===== src/rtl/sync_bank.sv =====
// sync_bank: WIDTH-channel flop-chain synchronizer with a registered level and one-cycle rise/fall pulses.
// Define SYNC_BANK_FILTER_EN to add a per-channel stability filter of FILTER_LEN cycles.
module sync_bank #(
  parameter int WIDTH      = 4,
  parameter int STAGES     = 2,
  parameter int FILTER_LEN = 4
) (
  input  logic             clk,
  input  logic             n_rst,
  input  logic [WIDTH-1:0] async_in,
  output logic [WIDTH-1:0] sync_out,
  output logic [WIDTH-1:0] rise,
  output logic [WIDTH-1:0] fall,
  output logic             any_edge
);

  if (STAGES < 2) begin : g_stages_check
    $error("sync_bank: STAGES must be at least 2");
  end

  // r_chain[0] is the only flop allowed to go metastable; only r_chain[STAGES-1] leaves the chain.
  logic [STAGES-1:0][WIDTH-1:0] r_chain;
  logic [WIDTH-1:0]             w_sync;
  logic [WIDTH-1:0]             r_prev;

  always_ff @(posedge clk) begin
    if (!n_rst) begin
      r_chain <= '0;
    end else begin
      r_chain[0] <= async_in;
      for (int k = 1; k < STAGES; k++) begin
        r_chain[k] <= r_chain[k-1];
      end
    end
  end

  assign w_sync = r_chain[STAGES-1];

`ifdef SYNC_BANK_FILTER_EN
  localparam int            CW      = (FILTER_LEN > 1) ? $clog2(FILTER_LEN) : 1;
  localparam logic [CW-1:0] CNT_MAX = CW'(FILTER_LEN - 1);

  logic [WIDTH-1:0]         r_filt;
  logic [WIDTH-1:0][CW-1:0] r_cnt;

  // A new level must be seen FILTER_LEN edges in a row; any reversion restarts the count.
  always_ff @(posedge clk) begin
    if (!n_rst) begin
      r_filt <= '0;
      r_cnt  <= '0;
    end else begin
      for (int i = 0; i < WIDTH; i++) begin
        if (w_sync[i] == r_filt[i]) begin
          r_cnt[i] <= '0;
        end else if (r_cnt[i] == CNT_MAX) begin
          r_filt[i] <= w_sync[i];
          r_cnt[i]  <= '0;
        end else begin
          r_cnt[i] <= r_cnt[i] + 1'b1;
        end
      end
    end
  end

  assign sync_out = r_filt;
`else
  assign sync_out = w_sync;
`endif

  always_ff @(posedge clk) begin
    if (!n_rst) begin
      r_prev <= '0;
    end else begin
      r_prev <= sync_out;
    end
  end

  // Pulses come only from registers, so they are glitch-free and exactly one cycle wide.
  assign rise     = sync_out & ~r_prev;
  assign fall     = ~sync_out & r_prev;
  assign any_edge = |(rise | fall);

endmodule


===== config.mk =====
export PLATFORM = sky130hd
export DESIGN_NAME = sync_bank
export DESIGN_NICKNAME = d
export VERILOG_FILES = /design/src/rtl/sync_bank.sv
export SDC_FILE = /design/constraint.sdc
export NUM_CORES = 1
export LEC_CHECK = 0
export CELL_PAD_IN_SITES_DETAIL_PLACEMENT = 0
export CELL_PAD_IN_SITES_GLOBAL_PLACEMENT = 1
export CORE_MARGIN = 2
export CORE_UTILIZATION = 27
export DETAILED_ROUTE_END_ITERATION = 12
export PLACE_DENSITY_LB_ADDON = 0.1
export SYNTH_ARGS = -nofsm -noshare
export SYNTH_HDL_FRONTEND = slang
export SYNTH_SLANG_ARGS = --single-unit
export TNS_END_PERCENT = 50

===== constraint.sdc =====
create_clock -name clk -period 0.8 [get_ports clk]
set_input_delay 0.08 -clock clk [delete_from_list [all_inputs] [get_ports clk]]
set_output_delay 0.08 -clock clk [all_outputs]
set_load 0.1 [all_outputs]

==> run summary <==
SYNTH
--------------------------------------------------------------------------------------
Async set-or-reset flop fraction in the synthesized netlist .............           0%
Distinct cell type count of the synthesized netlist .....................            8
Post-Synthesis Cell Area ................................................     503 um^2
Syn_nets ................................................................           60
Most numerous cell types in the synthesized netlist ..................... dfxtp_1, and2_2, ha_1, inv_1
Synthesis-stage register bit count ......................................           12
Mux cell area share after synthesis .....................................           0%
Average size of a mapped cell ...........................................    10.9 um^2
Largest family of logic cells by synthesized area .......................  adder cells
Area fraction in compound gates after synthesis .........................           0%
Fraction of synthesized cell area taken by the top area cell type .......        47.8%
Post-synthesis share of cell area spent on and, or, nand and nor gates ..        18.2%
Part of the Yosys area used for sequential elements .....................        47.8%
Synth Flop Type .........................................................      dfxtp_1
Synthesized instance count ..............................................           46
Top cell type by total area after synthesis .............................      dfxtp_1
Synth Area in XOR/XNOR ..................................................           0%
Synthesized-area fraction occupied by adder cells .......................        19.9%
Most frequent cell after synthesis ......................................      dfxtp_1
Synth warnings ..........................................................            0
Cells taking the most area after synthesis .............................. dfxtp_1, ha_1, and2_2
Number of enable flip-flop cells after synthesis ........................            0

FINAL LAYOUT
--------------------------------------------------------------------------------------
Fill count ..............................................................          139
Layout cells sized above 1 ..............................................        78.3%
Diode insertion count for antenna repair ................................            0
Post-Layout Inst Area ...................................................    1010 um^2
Number of nets in the finished design ...................................           85
Post-synthesis to final-layout area growth ..............................         101%
Final Non-Filler Cells ..................................................           94

DRT
--------------------------------------------------------------------------------------
Total vias in the final route ...........................................          362
DRC marker count from the first detailed-route iteration ................            0
Avg WL per Cell .........................................................      9.33 um
First drt pass iteration count ..........................................            1
Count of antenna-violating nets left after detailed routing .............            0
Final routed DRC violation total ........................................            0
Detail-routed via count per cell ........................................         3.85
Routed WL ...............................................................       877 um

GRT
--------------------------------------------------------------------------------------
Global-route usage over all layers ......................................        9.48%
Fraction of met1 tracks used by global routing ..........................        9.98%
Antenna violations before repair ........................................            0
Via count of the first global-routing pass ..............................          333
Met3 track utilization from global routing ..............................        2.31%
Pin count of the biggest net entering global routing ....................           13
Global-route met2 utilization ...........................................        16.4%
Total gr overflow .......................................................            0
Peak-usage layer in the global routing report ...........................         met2
First-pass GRT wire length ..............................................      1.39 mm

TIMING
--------------------------------------------------------------------------------------
Post-layout worst setup margin ..........................................      -503 ps
Final critical path time including I/O delays and setup .................      1300 ps
Peak clock frequency supported by timing ................................    0.767 GHz
Setup clock skew after layout ...........................................     0.470 ps
Final period util .......................................................         163%
Setup Viol. Count Final .................................................           13
RSZ-0062 raised after global routing ....................................         true
Final hold violation count ..............................................            0
Pin slew with the least headroom to its limit ...........................       292 ps
Final-report max-slew violation count ...................................            0
Tightest slew margin relative to the limit ..............................        80.5%

WORST SETUP PATH
--------------------------------------------------------------------------------------
Largest fanout on the critical path .....................................            2
Startpoint Class ........................................................         flop
Type of the worst setup path ............................................ flop to primary output
Sort of element at the end of the critical path ......................... primary output
Number of cell instances on the worst register-to-register path .........            2
Endpoint arrival time on the critical path ..............................      1220 ps
Endpoint required time on the critical path .............................       720 ps

POWER
--------------------------------------------------------------------------------------
Static Leakage ..........................................................     0.402 nW
Pwr per Cell Area ....................................................... 1440 nW/um^2
Worst IR Drop VDD .......................................................   0.000970 V

CTS
--------------------------------------------------------------------------------------
# hold bufs at CTS ......................................................            0
Clock slew at the register clock pins of the worst setup and hold paths .        70 ps
Max H-tree Level ........................................................            1
Later-pin clock latency in the skew report ..............................       260 ps
Number of buffers on the longest clock path .............................            2
Root buffer cell ........................................................     clkbuf_4
TritonCTS clock tree ....................................................         done
CTS buffer count ........................................................            3
Clock sink count ........................................................           12

PLACEMENT
--------------------------------------------------------------------------------------
Post-detail-place hpwl ..................................................       590 um
Number of buffers inserted by port buffering ............................           18
Post-Place Cells ........................................................           89
Area after DPL ..........................................................     871 um^2
Routability cong. .......................................................        0.644

FLOORPLAN
--------------------------------------------------------------------------------------
Area inside the core boundary ...........................................    1750 um^2
Row count ...............................................................           15
Width of the chip .......................................................      47.2 um
Vertical die dimension ..................................................      47.2 um
Boundary pin count ......................................................           19
Effective utilization at floorplan ......................................        28.8%
Area enclosed by the die boundary .......................................    2220 um^2

MIN PATH
--------------------------------------------------------------------------------------
Worst hold path depth ...................................................            2
Type of the worst min-delay path ........................................ input pin to flop

OUTCOME
--------------------------------------------------------------------------------------
Violations in the final reports ......................................... negative setup slack
Status .................................................................. complete, but fails checks

FLOW RUN
--------------------------------------------------------------------------------------
Max Cap Violations ......................................................            0

[flip-flops by register name, indices dropped and copies added (netlist names)]
register / cells
r_prev: 4
sync_out: 4
r_chain: 4
[per-stage QoR]
stage	utilization [%]	worst slack, ps	hold slack [ps]	power, mW	TNS (ps)
finish	57.9	-503	403	1.46	-3580
global route	57.9	-541	411	1.52	-4010
CTS	57.9	-527	396	1.48	-3820
detailed placement	49.9	-261	432	1.09	-3420
global placement	49.9	-258	428	1.09	-3230
floorplan	-	-798	207	0.935	-3210
[area by class of cell]
class	count	area [um^2]	area share, %
well taps	25	31.3	3.09
inverters	8	32.5	3.22
clock buffers	3	22.5	2.23
flip-flops and latches	12	250	24.8
repair buffers	25	382	37.7
multi-input cells	21	293	29.0
[logic make-up after synthesis]
family,after synthesis
adders and majority gates,8
buffers and inverters,13
DFF,12
and+or+nand+nor,13
[report_power, final]
group | internal (mW) | switching, mW
clock network | 0.173 | 0.171
registers | 0.624 | 0.0136
logic | 0.195 | 0.283
[worst paths after layout]
kind,endpoint,from,slack (ps)
worst min-delay path,r_chain[2],async_in[2],400
worst min register to register,sync_out[0],r_chain[0],450
worst max register to register,r_prev[1],sync_out[1],90
worst max-delay path,any_edge,sync_out[0],-500
[critical path: stages (launching register included)]
cell and delay (ps):
dfxtp_2 340, inv_2 40, ha_4 250, nand4_1 130, buf_12 200
[cell usage in the layout (no fill, tap or decap), drive strengths merged]
cell and instances:
and2 12, clkbuf 3, ha 8, inv 8, buf 20, clkdlybuf4s50 5, nand4 1, dfxtp 12
[repair_timing]
item                                    CTS  global route
hold endpoints to repair                  0             0
pin swaps                                 7             2
buffers inserted                          2             3
gates resized for setup                  24             5
endpoints found under the setup margin   13            14
[per-layer routing]
metal | share of wire (%) | up-vias | wire, um
met4 | 0 | 0 | 0
met1 | 39 | 170 | 338
met2 | 56 | 13 | 488
met5 | 0 | - | 0
met3 | 5.6 | 0 | 49
li1 | - | 179 | -
Power figures use the tool's default switching activity.
